`config.mk`:
```
export PLATFORM = sky130hd
export DESIGN_NAME = lift_scheduler
export DESIGN_NICKNAME = d
export VERILOG_FILES = /design/src/rtl/lift_pkg.sv /design/src/rtl/lift_door_timer.sv /design/src/rtl/lift_scheduler.sv
export SDC_FILE = /design/constraint.sdc
export NUM_CORES = 1
export LEC_CHECK = 0
export ABC_AREA = 1
export CAP_MARGIN = 20
export CELL_PAD_IN_SITES_DETAIL_PLACEMENT = 1
export CELL_PAD_IN_SITES_GLOBAL_PLACEMENT = 1
export CORE_ASPECT_RATIO = 1.75
export CORE_UTILIZATION = 40
export CTS_BUF_LIST = sky130_fd_sc_hd__clkbuf_16
export DETAILED_ROUTE_END_ITERATION = 6
export PLACE_DENSITY = 0.86
export SLEW_MARGIN = 20
export SYNTH_ARGS = -nofsm -noshare
export SYNTH_HDL_FRONTEND = slang
export SYNTH_SLANG_ARGS = --single-unit
```
`constraint.sdc`:
```
create_clock -name clk -period 2.6 [get_ports clk]
set_clock_uncertainty 0.05 [all_clocks]
set_input_delay 0.39 -clock clk [delete_from_list [all_inputs] [get_ports clk]]
set_output_delay 0.39 -clock clk [all_outputs]
set_load 0.02 [all_outputs]
```
`src/rtl/lift_pkg.sv`:
```
// rtl/lift_pkg.sv - shared lift scheduler types, floor limits and floor mask helpers
package lift_pkg;

  localparam logic ON  = 1'b1;
  localparam logic OFF = 1'b0;

  localparam logic [2:0] F_FST = 3'd1;
  localparam logic [2:0] F_LST = 3'd7;

  typedef enum logic [1:0] {
    STOP   = 2'b00,
    DOWN   = 2'b01,
    UP     = 2'b10,
    UPDOWN = 2'b11
  } dir_t;

  typedef enum logic [1:0] {
    IDLE,
    RUN,
    DOOR,
    DECIDE
  } sched_state_t;

  function automatic logic [7:1] floor_bit(input logic [2:0] f);
    return {f == 3'd7, f == 3'd6, f == 3'd5, f == 3'd4, f == 3'd3, f == 3'd2, f == 3'd1};
  endfunction

  // Floors strictly above / strictly below f.
  function automatic logic [7:1] above_mask(input logic [2:0] f);
    return {f < 3'd7, f < 3'd6, f < 3'd5, f < 3'd4, f < 3'd3, f < 3'd2, 1'b0};
  endfunction

  function automatic logic [7:1] below_mask(input logic [2:0] f);
    return {1'b0, f > 3'd6, f > 3'd5, f > 3'd4, f > 3'd3, f > 3'd2, f > 3'd1};
  endfunction

endpackage

```
`src/rtl/lift_door_timer.sv`:
```
// rtl/lift_door_timer.sv - door hold counter: load, decrement while running, expire on last count
module lift_door_timer
  import lift_pkg::*;
#(
  parameter int unsigned DOOR_HOLD_CLK = 50000000
) (
  input  logic clk,
  input  logic reset,
  input  logic load,
  input  logic run,
  output logic done
);

  logic [31:0] count;

  always_ff @(posedge clk or negedge reset) begin
    if (!reset) begin
      count <= '0;
    end else if (load) begin
      count <= DOOR_HOLD_CLK;
    end else if (run && count != 32'd0) begin
      count <= count - 32'd1;
    end
  end

  // A reload in the final cycle wins over expiry.
  assign done = run && !load && (count == 32'd1);

endmodule

```
`src/rtl/lift_scheduler.sv`:
```
// rtl/lift_scheduler.sv - car-side lift scheduler: call lamps, floor tracking, direction and door FSM
// Optional LIFT_DOOR_REOPEN_EN: adds doorOpenBtn and lets the door hold be restarted.
module lift_scheduler
  import lift_pkg::*;
#(
  parameter int unsigned DOOR_HOLD_CLK = 50000000
) (
  input  logic       clk,
  input  logic       reset,
  input  logic [7:1] hallUpReq,
  input  logic [7:1] hallDownReq,
  input  logic [7:1] carReq,
  input  logic [2:0] nextFloor,
  input  logic       move,
`ifdef LIFT_DOOR_REOPEN_EN
  input  logic       doorOpenBtn,
`endif
  output logic [2:0] currentFloor,
  output logic [1:0] currentDirection,
  output logic       doorState,
  output logic [7:1] upLamp,
  output logic [7:1] downLamp,
  output logic [7:1] carLamp
);

  sched_state_t state_q, state_d;
  dir_t         dir_q, dir_d, last_q, last_d;
  logic         door_d, move_d, load, run, done, open_btn, reload;
  logic         in_door, here, any_above, any_below, arrive, stop_up, stop_dn;
  logic [7:1]   f_bit, blk, up_v, dn_v, eff, up_clr, dn_clr, car_clr;

  // No up call exists at the top floor, no down call at the bottom.
  always_comb begin
    up_v    = hallUpReq;
    up_v[7] = 1'b0;
    dn_v    = hallDownReq;
    dn_v[1] = 1'b0;
  end

  assign in_door   = (state_q == DOOR);
  assign run       = in_door;
  assign f_bit     = floor_bit(currentFloor);
  assign eff       = upLamp | downLamp | carLamp | up_v | dn_v | carReq;
  assign here      = |(eff & f_bit);
  assign any_above = |(eff & above_mask(currentFloor));
  assign any_below = |(eff & below_mask(currentFloor));
  assign arrive    = move_d && !move;
  assign stop_up   = |((carLamp | upLamp) & f_bit) || (currentFloor == F_LST) || !any_above;
  assign stop_dn   = |((carLamp | downLamp) & f_bit) || (currentFloor == F_FST) || !any_below;

`ifdef LIFT_DOOR_REOPEN_EN
  assign open_btn = doorOpenBtn;
  assign reload   = in_door && (doorOpenBtn || |((up_v | dn_v | carReq) & f_bit));
`else
  assign open_btn = 1'b0;
  assign reload   = 1'b0;
`endif

  // Calls for the floor the car is idling or standing open at are served, never latched.
  assign blk     = (state_q == IDLE || in_door) ? f_bit : '0;
  assign car_clr = in_door ? f_bit : '0;
  assign up_clr  = (in_door && (last_q != DOWN || !any_below)) ? f_bit : '0;
  assign dn_clr  = (in_door && (last_q != UP || !any_above)) ? f_bit : '0;

  always_comb begin
    state_d = state_q;
    dir_d   = dir_q;
    last_d  = last_q;
    door_d  = doorState;
    load    = reload;
    unique case (state_q)
      IDLE: begin
        if (here || open_btn) begin
          state_d = DOOR;
          dir_d   = STOP;
          last_d  = STOP;
          door_d  = ON;
          load    = 1'b1;
        end else if (any_above) begin
          state_d = RUN;
          dir_d   = UP;
        end else if (any_below) begin
          state_d = RUN;
          dir_d   = DOWN;
        end else begin
          dir_d = STOP;
        end
      end
      RUN: begin
        if (arrive && ((dir_q == UP) ? stop_up : stop_dn)) begin
          state_d = DOOR;
          dir_d   = STOP;
          last_d  = dir_q;
          door_d  = ON;
          load    = 1'b1;
        end
      end
      DOOR: begin
        if (done) begin
          door_d  = OFF;
          state_d = DECIDE;
        end
      end
      DECIDE: begin
        if (last_q == DOWN) begin
          dir_d = any_below ? DOWN : (any_above ? UP : STOP);
        end else begin
          dir_d = any_above ? UP : (any_below ? DOWN : STOP);
        end
        state_d = (dir_d == STOP) ? IDLE : RUN;
      end
      default: state_d = IDLE;
    endcase
  end

  always_ff @(posedge clk or negedge reset) begin
    if (!reset) begin
      state_q      <= IDLE;
      dir_q        <= STOP;
      last_q       <= STOP;
      doorState    <= OFF;
      move_d       <= 1'b0;
      currentFloor <= F_FST;
      upLamp       <= '0;
      downLamp     <= '0;
      carLamp      <= '0;
    end else begin
      state_q   <= state_d;
      dir_q     <= dir_d;
      last_q    <= last_d;
      doorState <= door_d;
      move_d    <= move;
      // A mover starting while the door is open is a protocol error and is ignored.
      if (move && !doorState) begin
        currentFloor <= nextFloor;
      end
      upLamp   <= (upLamp | (up_v & ~blk)) & ~up_clr;
      downLamp <= (downLamp | (dn_v & ~blk)) & ~dn_clr;
      carLamp  <= (carLamp | (carReq & ~blk)) & ~car_clr;
    end
  end

  assign currentDirection = dir_q;

  lift_door_timer #(
    .DOOR_HOLD_CLK(DOOR_HOLD_CLK)
  ) u_door_timer (
    .clk  (clk),
    .reset(reset),
    .load (load),
    .run  (run),
    .done (done)
  );

endmodule

```
==> summary.txt, run 1 <==
Worst path bufs/invs -> 1
Dpl cells -> 753
Fill count -> 1277
Crit start category -> register
Drt first-iter violations -> 146
Num CTS Buffers -> 9
Area added between synthesis and finish -> 24.45%
Placed instance area -> 0.004845 mm2
Cell family with most CP delay -> simple AND/OR/NAND/NOR gates
Critical Path RT -> 2.81 ns
Seq/Total Area, Yosys -> 38.57%
I/O pins -> 54
Worst slew margin -> 56.80%
H-tree levels -> 3
Top cell type's share of synthesized area -> 37.94%
Vias per cell -> 5.337
Hold/Removal Path Class -> input port to async pin
Avg Synthesized Cell Area -> 7.214 um2
Hold-fix buffers, CTS -> 0
Int Pwr -> 1.999 mW
Die area -> 0.01082 mm2
Post_cts resized -> 0
DRT antenna net count -> 0
Multi-input gate area -> 0.002135 mm2
Antenna Cells -> 0
PwrDens -> 520.5 mW/mm2
Reg area -> 0.001603 mm2
Max-cap violations -> 0
Switching Fraction -> 25.75%
Number of global-route vias before repair -> 4541
Largest net degree at the start of global routing -> 41
Peak supply drop -> 0.4665 mV
DRC -> 0
Setup violators final -> 0
Nets@finish -> 672
GPL Wtd Cong -> 0.8541
Bufs on Longest Clock Path -> 2
Drt wl/cell -> 17.31 um
#FFs+latches synth -> 64
Port bufs -> 51
Worst slew pin tran -> 0.6480 ns
Logic pwr share -> 11.5%
Worst Setup End Kind -> register
Synth area leader -> dfrtp_1
Final Cell Area -> 0.005171 mm2
Worst Setup Slack, final -> 0.2481 ns
Via count -> 4104
WP data arrival -> 2.56 ns
Post-synth EDFFs -> 0
Dpl ws -> 0.2243 ns
Drt pass-1 iters -> 4
DP HPWL -> 9981 um
Reg power frac -> 39.4%
Fin util -> 51.87%
Crit path cell chain -> nor2_1 -> nand2_1 -> nor2_1 -> nand2_1 -> nor2_1 -> nand2_1 -> nand2_1 -> buf_4 -> nor2_1 -> xor2_1 -> nor2_1
Clock share of power -> 49.1%
Min Tclk post-route -> 2.352 ns
Die width -> 79.05 um
First-pass GRT wire length -> 21600 um
Critical path fanouts, max -> 20
Clk_lat worst skew -> 0.33 ns
Grt ovf -> 0
Synth Flop Type -> dfrtp_1
Antenna violations before repair -> 0
Post-Synthesis Net Count -> 609
Rows -> 48
Clock transition at the registers of the reported paths -> 0.06 ns
Ys async rst share -> 100.0%
Synth area leaders -> dfrtp_1 38%, nand2_1 11%, nor2_1 10%
Fin cells -> 769
Post-synth cell types -> 42
Post-Synthesis Cells -> 576
Final hold violations -> 0
Outcome -> completed
Routed Wire Length -> 13310 um
Fmax -> 0.4252 GHz
RSZ-0062 raised after global routing -> false
Initial Util -> 41.68%
Sw Pwr -> 0.6930 mW
Final worst path period share -> 90.46%
Setup TNS -> 0 ns
Total power -> 2.692 mW
Min Hold Slack -> 0.02014 ns
Crit-path slowest cell -> dfrtp_1
Die span in y -> 136.8 um
Leak Pwr -> 2.521 nW
Core area -> 0.009970 mm2
Root Driver -> clkbuf_16
Post CTS Setup Buffer Count -> 0
Final Max Tran Viols -> 0
CTS tree -> yes
Total GRT Usage -> 26.45%
Layout cell share with drive strength beyond 1 -> 10.87%
Ys Warns -> 0
Clock sink count -> 64
Type of the worst setup path -> register to register
Most frequent CP cell -> nor2_1
Post-Synthesis Cell Area -> 0.004155 mm2
Delay of the slowest cell on the worst path -> 0.41 ns
## cell type report
| type | count | area share [%] |
|---|---|---|
| clock buffers | 9 | 4.355 |
| clock inverters | 7 | 1.863 |
| inverters | 90 | 6.630 |
| multi-input cells | 412 | 41.28 |
| flip-flops and latches | 64 | 30.99 |
| well taps | 125 | 3.024 |
| repair buffers | 62 | 11.86 |
## synth_stat cells, drive strengths merged (5+ instances only)
| library cell | count |
|---|---|
| nand2 | 130 |
| xor2 | 13 |
| o22ai | 7 |
| nand4 | 8 |
| inv | 90 |
| nor3 | 14 |
| o21ai | 36 |
| ha | 6 |
| a21oi | 13 |
| buf | 9 |
| nor2 | 117 |
| dfrtp | 63 |
| nand3 | 45 |
| a22oi | 5 |
## power by group through the flow
stage,Combinational (mW),Sequential (mW),Clock [mW]
after floorplan,0.125,1.10,0
after global placement,0.302,1.08,0
after detailed placement,0.312,1.08,0
after CTS,0.315,1.06,1.33
after global routing,0.341,1.06,1.38
final,0.311,1.06,1.32
## flip-flops by register name (all words and copies together) (netlist names)
register	cells
carLamp	7
currentDirection	2
currentFloor	3
doorState	1
downLamp	7
last_q	2
move_d	1
state_q	2
u_door_timer.count	32
upLamp	7
## layer usage
metal	vias up	GRT usage [%]	wire (um)
met4	0	19.49	932
met2	108	51.82	7490
met1	1999	23.78	4538
met3	58	3.467	349
li1	1939	-	-
met5	-	0	0
## final timing paths
check / startpoint / end / slack (ns) / depth (start not counted)
setup / recovery: u_door_timer.count[17]$_DFFE_PN0P_ / u_door_timer.count[2]$_DFFE_PN0P_ / 0.25 / 11
hold / removal: reset / downLamp[5]$_DFF_PN0_ / 0.02 / 1
setup reg to reg: u_door_timer.count[17]$_DFFE_PN0P_ / u_door_timer.count[2]$_DFFE_PN0P_ / 0.25 / 11
hold reg to reg: last_q[0]$_DFFE_PN0P_ / last_q[0]$_DFFE_PN0P_ / 0.47 / 2
max in group asynchronous: reset / state_q[1]$_DFFE_PN0P_ / 1.82 / 2
min in group clk: last_q[0]$_DFFE_PN0P_ / last_q[0]$_DFFE_PN0P_ / 0.47 / 2
## cell families (layout without fill, tap and decap cells)
group,count (synthesis),in the layout,share of synthesized area [%]
adder cells (fa/ha/maj),6,6,1.807
AND/OR/NAND/NOR,323,323,37.13
XOR/XNOR,16,16,3.373
AO/OA/AOI/OAI,67,67,8.943
flip-flops,64,64,38.57
buffers and inverters,100,168,10.18
## cells in the final DEF, fill, tap and decap left out, types with 2 or more instances in the layout
cell	instances
nor3_4	2
nor2_1	113
buf_4	9
nand3_2	11
o21ai_1	3
clkinvlp_4	2
inv_1	85
nor2_2	2
nand3_1	31
dfrtp_1	63
o21bai_1	2
nand2_4	4
a21oi_1	13
nand3_4	3
nand4_1	7
nor3_2	2
or2_2	3
xor2_1	13
clkinv_4	2
o21ai_0	33
nand2_1	119
clkbuf_16	9
inv_2	3
a22oi_1	5
nor3_1	10
nand3b_1	2
nand2_2	7
o22ai_1	7
bufinv_16	2
ha_1	6
clkdlybuf4s50_1	50
xnor2_1	3
inv_4	2
buf_12	2
o21a_1	3
Power figures use the tool's default switching activity.
==> run 2, diff against run 1 <==
--- a/config.mk
+++ b/config.mk
@@ -10,6 +10,7 @@
 export CELL_PAD_IN_SITES_DETAIL_PLACEMENT = 1
 export CELL_PAD_IN_SITES_GLOBAL_PLACEMENT = 1
 export CORE_ASPECT_RATIO = 1.75
+export CORE_MARGIN = 2
 export CORE_UTILIZATION = 40
 export CTS_BUF_LIST = sky130_fd_sc_hd__clkbuf_16
 export DETAILED_ROUTE_END_ITERATION = 6
==> summary.txt, run 2 (synthesized netlist as in run 1, its figures left out) <==
Outcome -> finished, violations left (was completed)
Violated checks -> negative hold slack
DRC -> 0 (unchanged)
Peak supply drop -> 0.3229 mV (was 0.4665 mV)
Post CTS Setup Buffer Count -> 0 (unchanged)
Crit-path slowest cell -> dfrtp_1 (unchanged)
Root Driver -> clkbuf_16 (unchanged)
Setup TNS -> 0 ns (unchanged)
Reg-to-reg startpoint -> currentFloor[1]$_DFFE_PN0P_ (was u_door_timer.count[17]$_DFFE_PN0P_)
Int Pwr -> 1.993 mW (was 1.999 mW)
Drt first-iter violations -> 137 (was 146)
Clock share of power -> 48.7% (was 49.1%)
Die area -> 0.01125 mm2 (was 0.01082 mm2)
Cell family with most CP delay -> simple AND/OR/NAND/NOR gates (unchanged)
DP HPWL -> 9825 um (was 9981 um)
Logic pwr share -> 11.6% (was 11.5%)
Layout cell share with drive strength beyond 1 -> 10.71% (was 10.87%)
WP data arrival -> 2.57 ns (was 2.56 ns)
Largest reg by FF count -> u_door_timer.count (unchanged)
Switching Fraction -> 25.46% (was 25.75%)
Nets@finish -> 672 (unchanged)
Clk_lat worst skew -> 0.34 ns (was 0.33 ns)
Antenna Cells -> 0 (unchanged)
Worst path bufs/invs -> 3 (was 1)
H-tree levels -> 3 (unchanged)
Final worst path period share -> 91.79% (was 90.46%)
Min Tclk post-route -> 2.386 ns (was 2.352 ns)
Source of the critical timing path -> currentFloor[1]$_DFFE_PN0P_ (was u_door_timer.count[17]$_DFFE_PN0P_)
Most common cell after layout, fill and taps aside -> nand2_1 (unchanged)
I/O pins -> 54 (unchanged)
Critical Path RT -> 2.78 ns (was 2.81 ns)
Final Max Tran Viols -> 0 (unchanged)
Worst slew pin tran -> 0.5922 ns (was 0.6480 ns)
PwrDens -> 518.3 mW/mm2 (was 520.5 mW/mm2)
Most frequent CP cell -> nand2_1 (was nor2_1)
Largest net degree at the start of global routing -> 65 (was 41)
Drt wl/cell -> 16.77 um (was 17.31 um)
Bufs on Longest Clock Path -> 2 (unchanged)
Antenna violations before repair -> 0 (unchanged)
Die span in y -> 138.8 um (was 136.8 um)
Crit path cell chain -> nor2_2 -> nand2_1 -> inv_1 -> nand2_1 -> nand2_1 -> nor2_1 -> nand2_1 -> buf_4 -> o21ai_0 -> inv_1 -> nand4_1 -> nand2_1 (was nor2_1 -> nand2_1 -> nor2_1 -> nand2_1 -> nor2_1 -> nand2_1 -> nand2_1 -> buf_4 -> nor2_1 -> xor2_1 -> nor2_1)
Most frequent cells in the layout -> 119 x nand2_1, 113 x nor2_1, 85 x inv_1 (unchanged)
Core area -> 0.01018 mm2 (was 0.009970 mm2)
Dpl ws -> 0.1620 ns (was 0.2243 ns)
Type of the worst setup path -> register to register (unchanged)
Via count -> 4061 (was 4104)
Leak Pwr -> 2.527 nW (was 2.521 nW)
Crit start category -> register (unchanged)
Hold/Removal Path Class -> input port to async pin (unchanged)
GPL Wtd Cong -> 0.8669 (was 0.8541)
Delay of the slowest cell on the worst path -> 0.71 ns (was 0.41 ns)
Reg power frac -> 39.7% (was 39.4%)
Post_cts resized -> 0 (unchanged)
Clock sink count -> 64 (unchanged)
Total GRT Usage -> 24.81% (was 26.45%)
Hold-fix buffers, CTS -> 0 (unchanged)
Die width -> 81.05 um (was 79.05 um)
Clock transition at the registers of the reported paths -> 0.06 ns (about the same)
Drt pass-1 iters -> 4 (unchanged)
Max reg flops -> 32 (unchanged)
Number of global-route vias before repair -> 4609 (was 4541)
DRT antenna net count -> 0 (unchanged)
Setup violators final -> 0 (unchanged)
Port bufs -> 51 (unchanged)
Num CTS Buffers -> 9 (unchanged)
Final hold violations -> 1 (was 0)
Worst Setup Slack, final -> 0.2136 ns (was 0.2481 ns)
Worst slew margin -> 60.52% (was 56.80%)
Max-cap violations -> 0 (unchanged)
First-pass GRT wire length -> 21300 um (was 21600 um)
Sw Pwr -> 0.6807 mW (was 0.6930 mW)
Vias per cell -> 5.267 (was 5.337)
CTS tree -> yes (unchanged)
Min Hold Slack -> -0.002843 ns (was 0.02014 ns)
Rows -> 49 (was 48)
Initial Util -> 40.83% (was 41.68%)
Area added between synthesis and finish -> 24.15% (was 24.45%)
Routed Wire Length -> 12930 um (was 13310 um)
Critical path fanouts, max -> 9 (was 20)
RSZ-0062 raised after global routing -> false (unchanged)
Grt ovf -> 0 (unchanged)
Worst Setup End Kind -> register (unchanged)
Fmax -> 0.4190 GHz (was 0.4252 GHz)
## run 2: layout make-up
type,count,area (um2)
inverter,90,342.8
clock inverter,7,86.33
multi-input combinational,412,2130
timing repair buffer,62,613.1
tap,127,158.9
fill,1327,5019
sequential,64,1603
clock buffer,9,225.2
## run 2: power groups by stage
stage / clock network, mW / logic (mW) / registers (mW)
floorplan: 0 / 0.125 / 1.10
global placement: 0 / 0.304 / 1.08
detailed placement: 0 / 0.312 / 1.08
CTS: 1.31 / 0.315 / 1.06
global route: 1.37 / 0.342 / 1.06
finish: 1.30 / 0.311 / 1.06
## run 2: worst paths after layout
kind | end | slack (ns) | depth (start not counted)
setup reg to reg | doorState$_DFFE_PN0P_ | 0.21 | 12
hold reg to reg | last_q[0]$_DFFE_PN0P_ | 0.46 | 2
min in group clk | last_q[0]$_DFFE_PN0P_ | 0.46 | 2
max in group asynchronous | currentFloor[0]$_DFFE_PN1P_ | 2.14 | 2
setup / recovery | doorState$_DFFE_PN0P_ | 0.21 | 12
hold / removal | upLamp[5]$_DFF_PN0_ | -0.003 | 2
## run 2: layer usage
metal | vias up | wire (um) | global-route usage [%]
met2 | 90 | 7289 | 46.41
met3 | 45 | 398 | 4.167
met5 | - | 0 | 0
li1 | 1939 | - | -
met4 | 0 | 778 | 15.79
met1 | 1987 | 4463 | 23.71
## run 2: per-stage QoR
step | util (%) | std cells | area (um2) | power [mW] | hold slack, ns
after global placement | 47.63 | 755 | 4847 | 1.380 | 0.3851
after global routing | 50.69 | 771 | 5159 | 2.775 | 0.04041
after detailed placement | 47.63 | 755 | 4847 | 1.391 | 0.3919
after floorplan | - | 576 | 4155 | 1.227 | 0.04441
after CTS | 50.69 | 771 | 5159 | 2.689 | 0.03485
final | 50.69 | 771 | 5159 | 2.674 | -0.002843
==> run 3, diff against run 2 <==
--- a/config.mk
+++ b/config.mk
@@ -5,17 +5,18 @@
 export SDC_FILE = /design/constraint.sdc
 export NUM_CORES = 1
 export LEC_CHECK = 0
-export ABC_AREA = 1
+export ABC_AREA = 0
 export CAP_MARGIN = 20
 export CELL_PAD_IN_SITES_DETAIL_PLACEMENT = 1
 export CELL_PAD_IN_SITES_GLOBAL_PLACEMENT = 1
 export CORE_ASPECT_RATIO = 1.75
-export CORE_MARGIN = 2
-export CORE_UTILIZATION = 40
+export CORE_MARGIN = 3
+export CORE_UTILIZATION = 42
 export CTS_BUF_LIST = sky130_fd_sc_hd__clkbuf_16
 export DETAILED_ROUTE_END_ITERATION = 6
 export PLACE_DENSITY = 0.86
 export SLEW_MARGIN = 20
 export SYNTH_ARGS = -nofsm -noshare
 export SYNTH_HDL_FRONTEND = slang
+export SYNTH_HIERARCHICAL = 1
 export SYNTH_SLANG_ARGS = --single-unit
==> summary.txt, run 3 <==
Avg Synthesized Cell Area -> 9.187 um2 (was 7.214 um2)
Critical Path RT -> 2.77 ns (was 2.78 ns)
Cell family with most CP delay -> simple AND/OR/NAND/NOR gates (unchanged)
Bufs on Longest Clock Path -> 2 (unchanged)
Ys Warns -> 6 (was 0)
Nets@finish -> 577 (was 672)
Synth area leaders -> dfrtp_1 41%, a21oi_1 7.3%, nand2_1 3.7% (was dfrtp_1 38%, nand2_1 11%, nor2_1 10%)
Max reg flops -> 32 (unchanged)
I/O pins -> 54 (unchanged)
Mux cell area share after synthesis -> 4.313% (was 0%)
Largest reg by FF count -> u_door_timer/count (was u_door_timer.count)
Post-synth EDFFs -> 0 (unchanged)
Crit-path slowest cell -> or4_4 (was dfrtp_1)
Peak supply drop -> 0.6231 mV (was 0.3229 mV)
Rows -> 45 (was 49)
Min Tclk post-route -> 2.894 ns (was 2.386 ns)
Setup violators final -> 39 (was 0)
DRC -> 0 (unchanged)
Outcome -> finished, violations left (unchanged)
Total power -> 5.938 mW (was 2.674 mW)
#FFs+latches synth -> 64 (unchanged)
Core area -> 0.008840 mm2 (was 0.01018 mm2)
Synth Flop Type -> dfrtp_1 (unchanged)
DRT antenna net count -> 0 (unchanged)
Hold/Removal Path Class -> input port to async pin (unchanged)
DP HPWL -> 10660 um (was 9825 um)
Violated checks -> negative setup slack (was negative hold slack)
Post-synthesis adder-cell area fraction -> 1.946% (was 1.807%)
Antenna violations before repair -> 0 (unchanged)
PwrDens -> 1066 mW/mm2 (was 518.3 mW/mm2)
Die span in y -> 132.8 um (was 138.8 um)
Die area -> 0.01042 mm2 (was 0.01125 mm2)
Worst Setup End Kind -> register (unchanged)
Type of the worst setup path -> register to register (unchanged)
Worst Setup Slack, final -> -0.2937 ns (was 0.2136 ns)
Clock sink count -> 64 (unchanged)
Final worst path period share -> 111.3% (was 91.79%)
Num CTS Buffers -> 9 (unchanged)
Drt pass-1 iters -> 4 (unchanged)
CTS tree -> yes (unchanged)
Antenna Cells -> 0 (unchanged)
Reg power frac -> 25.1% (was 39.7%)
Post-Synthesis Net Count -> 453 (was 609)
Placed instance area -> 0.005059 mm2 (was 0.004847 mm2)
Final hold violations -> 0 (was 1)
H-tree levels -> 3 (unchanged)
Via count -> 4071 (was 4061)
Post-synth cell types -> 66 (was 42)
Logic pwr share -> 54.9% (was 11.6%)
Ys async rst share -> 100.0% (unchanged)
Drt first-iter violations -> 238 (was 137)
Top cell type's share of synthesized area -> 40.86% (was 37.94%)
Worst path bufs/invs -> 2 (was 3)
Switching Fraction -> 41.70% (was 25.46%)
Routed Wire Length -> 15340 um (was 12930 um)
Crit start category -> register (unchanged)
Crit path cell chain -> or2_1 -> or4_4 -> buf_6 -> a21oi_1 -> o22ai_4 -> a221oi_4 -> nand2_2 -> nand2_4 -> buf_6 -> nor2b_1 -> mux2_2 (was nor2_2 -> nand2_1 -> inv_1 -> nand2_1 -> nand2_1 -> nor2_1 -> nand2_1 -> buf_4 -> o21ai_0 -> inv_1 -> nand4_1 -> nand2_1)
Most frequent cells after synthesis -> 63 x dfrtp_1, 56 x a21oi_1, 38 x nand2_1, 32 x nor2_1, 19 x inv_1 (was 119 x nand2_1, 113 x nor2_1, 85 x inv_1, 63 x dfrtp_1, 33 x o21ai_0)
Largest net degree at the start of global routing -> 41 (was 65)
Area added between synthesis and finish -> 44.42% (was 24.15%)
Seq/Total Area, Yosys -> 41.54% (was 38.57%)
Sw Pwr -> 2.476 mW (was 0.6807 mW)
Most frequent CP cell -> buf_6 (was nand2_1)
Worst slew pin tran -> 0.6237 ns (was 0.5922 ns)
Layout cell share with drive strength beyond 1 -> 26.96% (was 10.71%)
Delay of the slowest cell on the worst path -> 0.46 ns (was 0.71 ns)
Fmax -> 0.3456 GHz (was 0.4190 GHz)
Die width -> 78.46 um (was 81.05 um)
Most frequent cells in the layout -> 71 x buf_4, 59 x dfrtp_1, 54 x a21oi_1 (was 119 x nand2_1, 113 x nor2_1, 85 x inv_1)
Synth Area in XOR/XNOR -> 2.497% (was 3.372%)
Critical path fanouts, max -> 6 (was 9)
Compound-Gate Fraction of Synth Area -> 20.85% (was 8.943%)
Max-cap violations -> 0 (unchanged)
Most frequent cell after synthesis -> dfrtp_1 (was nand2_1)
Synth area leader -> dfrtp_1 (unchanged)
Total GRT Usage -> 30.66% (was 24.81%)
Drt wl/cell -> 23.04 um (was 16.77 um)
Int Pwr -> 3.462 mW (was 1.993 mW)
WP data arrival -> 3.07 ns (was 2.57 ns)
Largest family of logic cells by synthesized area -> simple AND/OR/NAND/NOR gates (unchanged)
Final Cell Area -> 0.005573 mm2 (was 0.005159 mm2)
Clock transition at the registers of the reported paths -> 0.06 ns (about the same)
Leak Pwr -> 2.095 nW (was 2.527 nW)
Grt ovf -> 0 (unchanged)
Post-Synthesis Cells -> 420 (was 576)
Worst slew margin -> 58.42% (was 60.52%)
Root Driver -> clkbuf_16 (unchanged)
Clk_lat worst skew -> 0.34 ns (about the same)
Most common cell after layout, fill and taps aside -> buf_4 (was nand2_1)
Number of global-route vias before repair -> 4651 (was 4609)
Simple-gate portion of the synthesized area -> 22.73% (was 37.13%)
Final Max Tran Viols -> 0 (unchanged)
Clock share of power -> 19.9% (was 48.7%)
Initial Util -> 43.65% (was 40.83%)
Post-Synthesis Cell Area -> 0.003859 mm2 (was 0.004155 mm2)
Vias per cell -> 6.113 (was 5.267)
First-pass GRT wire length -> 24510 um (was 21300 um)
Port bufs -> 51 (unchanged)
GPL Wtd Cong -> 0.8940 (was 0.8669)
RSZ-0062 raised after global routing -> true (was false)
[run 3: cell types whose count changed in the layout (fill, tap and decap cells not counted), sizes merged, moves of 11 or more]
| cell | before | now |
|---|---|---|
| nor2 | 117 | 32 |
| inv | 90 | 20 |
| nand2 | 130 | 38 |
| xor2 | 13 | 1 |
| o21ai | 36 | 19 |
| mux2i | 0 | 11 |
| a21oi | 13 | 56 |
| buf | 12 | 83 |
| nand3 | 45 | 5 |
| nor4 | 1 | 16 |
[run 3: kinds of logic after synthesis]
| group | Yosys count |
|---|---|
| and+or+nand+nor | 163 |
| AOI/OAI and AO/OA | 121 |
| DFF | 64 |
| buffers and inverters | 40 |
| muxes | 15 |
| xor gates and xnor gates | 11 |
| adders and majority gates | 6 |
[run 3: cell type report]
| cell class | instances | area (um2) |
|---|---|---|
| clock buffers | 9 | 225.2 |
| clock inverters | 7 | 63.81 |
| fillers | 998 | 3267 |
| inverters | 19 | 71.32 |
| multi-input cells | 316 | 2220 |
| flip-flops and latches | 64 | 1608 |
| well taps | 117 | 146.4 |
| repair buffers | 134 | 1239 |
[run 3: power groups by stage]
stage               sequential, mW  clock, mW  combinational (mW)
floorplan                     1.58          0                1.51
global placement              1.46          0                2.80
detailed placement            1.48          0                2.95
CTS                           1.48       1.21                3.15
global route                  1.52       1.25                3.48
finish                        1.49       1.18                3.26
[run 3: repair_timing]
item / 4_1_cts / 5_1_grt
setup endpoints to repair: 38 / 53
hold buffers: 0 / 0
setup buffers: 4 / 1
pin swaps: 1 / 0
resized for setup: 18 / 16
gates cloned: 1 / 0
[run 3: layer usage]
layer  global-route usage, %  routed length [um]  share of wire, %
met5                       0                   0                 0
met4                   19.07                 796               5.2
met3                   4.973                 534               3.5
met2                   60.02                8939                58
met1                   28.13                5072                33
[run 3: per-stage QoR]
stage	hold slack (ns)	std cells	utilization (%)	setup TNS, ns	setup WS [ns]
finish	0.01536	666	63.04	-6.556	-0.2937
global route	0.05289	666	63.04	-9.483	-0.3661
CTS	0.03153	666	62.15	-4.376	-0.2386
detailed placement	0.3904	645	57.23	-20.93	-0.5925
global placement	0.3841	645	57.23	-14.22	-0.4633
floorplan	0.04441	420	-	-4.895	-0.3192
[run 3: worst paths after layout]
path | startpoint | to | slack [ns] | depth (start not counted)
hold reg to reg | doorState$_DFFE_PN0P_ | doorState$_DFFE_PN0P_ | 0.50 | 1
max in group asynchronous | reset | currentFloor[0]$_DFFE_PN1P_ | 1.78 | 2
min in group clk | doorState$_DFFE_PN0P_ | doorState$_DFFE_PN0P_ | 0.50 | 1
hold / removal | reset | currentDirection[0]$_DFFE_PN0P_ | 0.02 | 1
setup reg to reg | downLamp[7]$_DFF_PN0_ | u_door_timer/count[4]$_DFFE_PN0P_ | -0.29 | 11
setup / recovery | downLamp[7]$_DFF_PN0_ | u_door_timer/count[4]$_DFFE_PN0P_ | -0.29 | 11
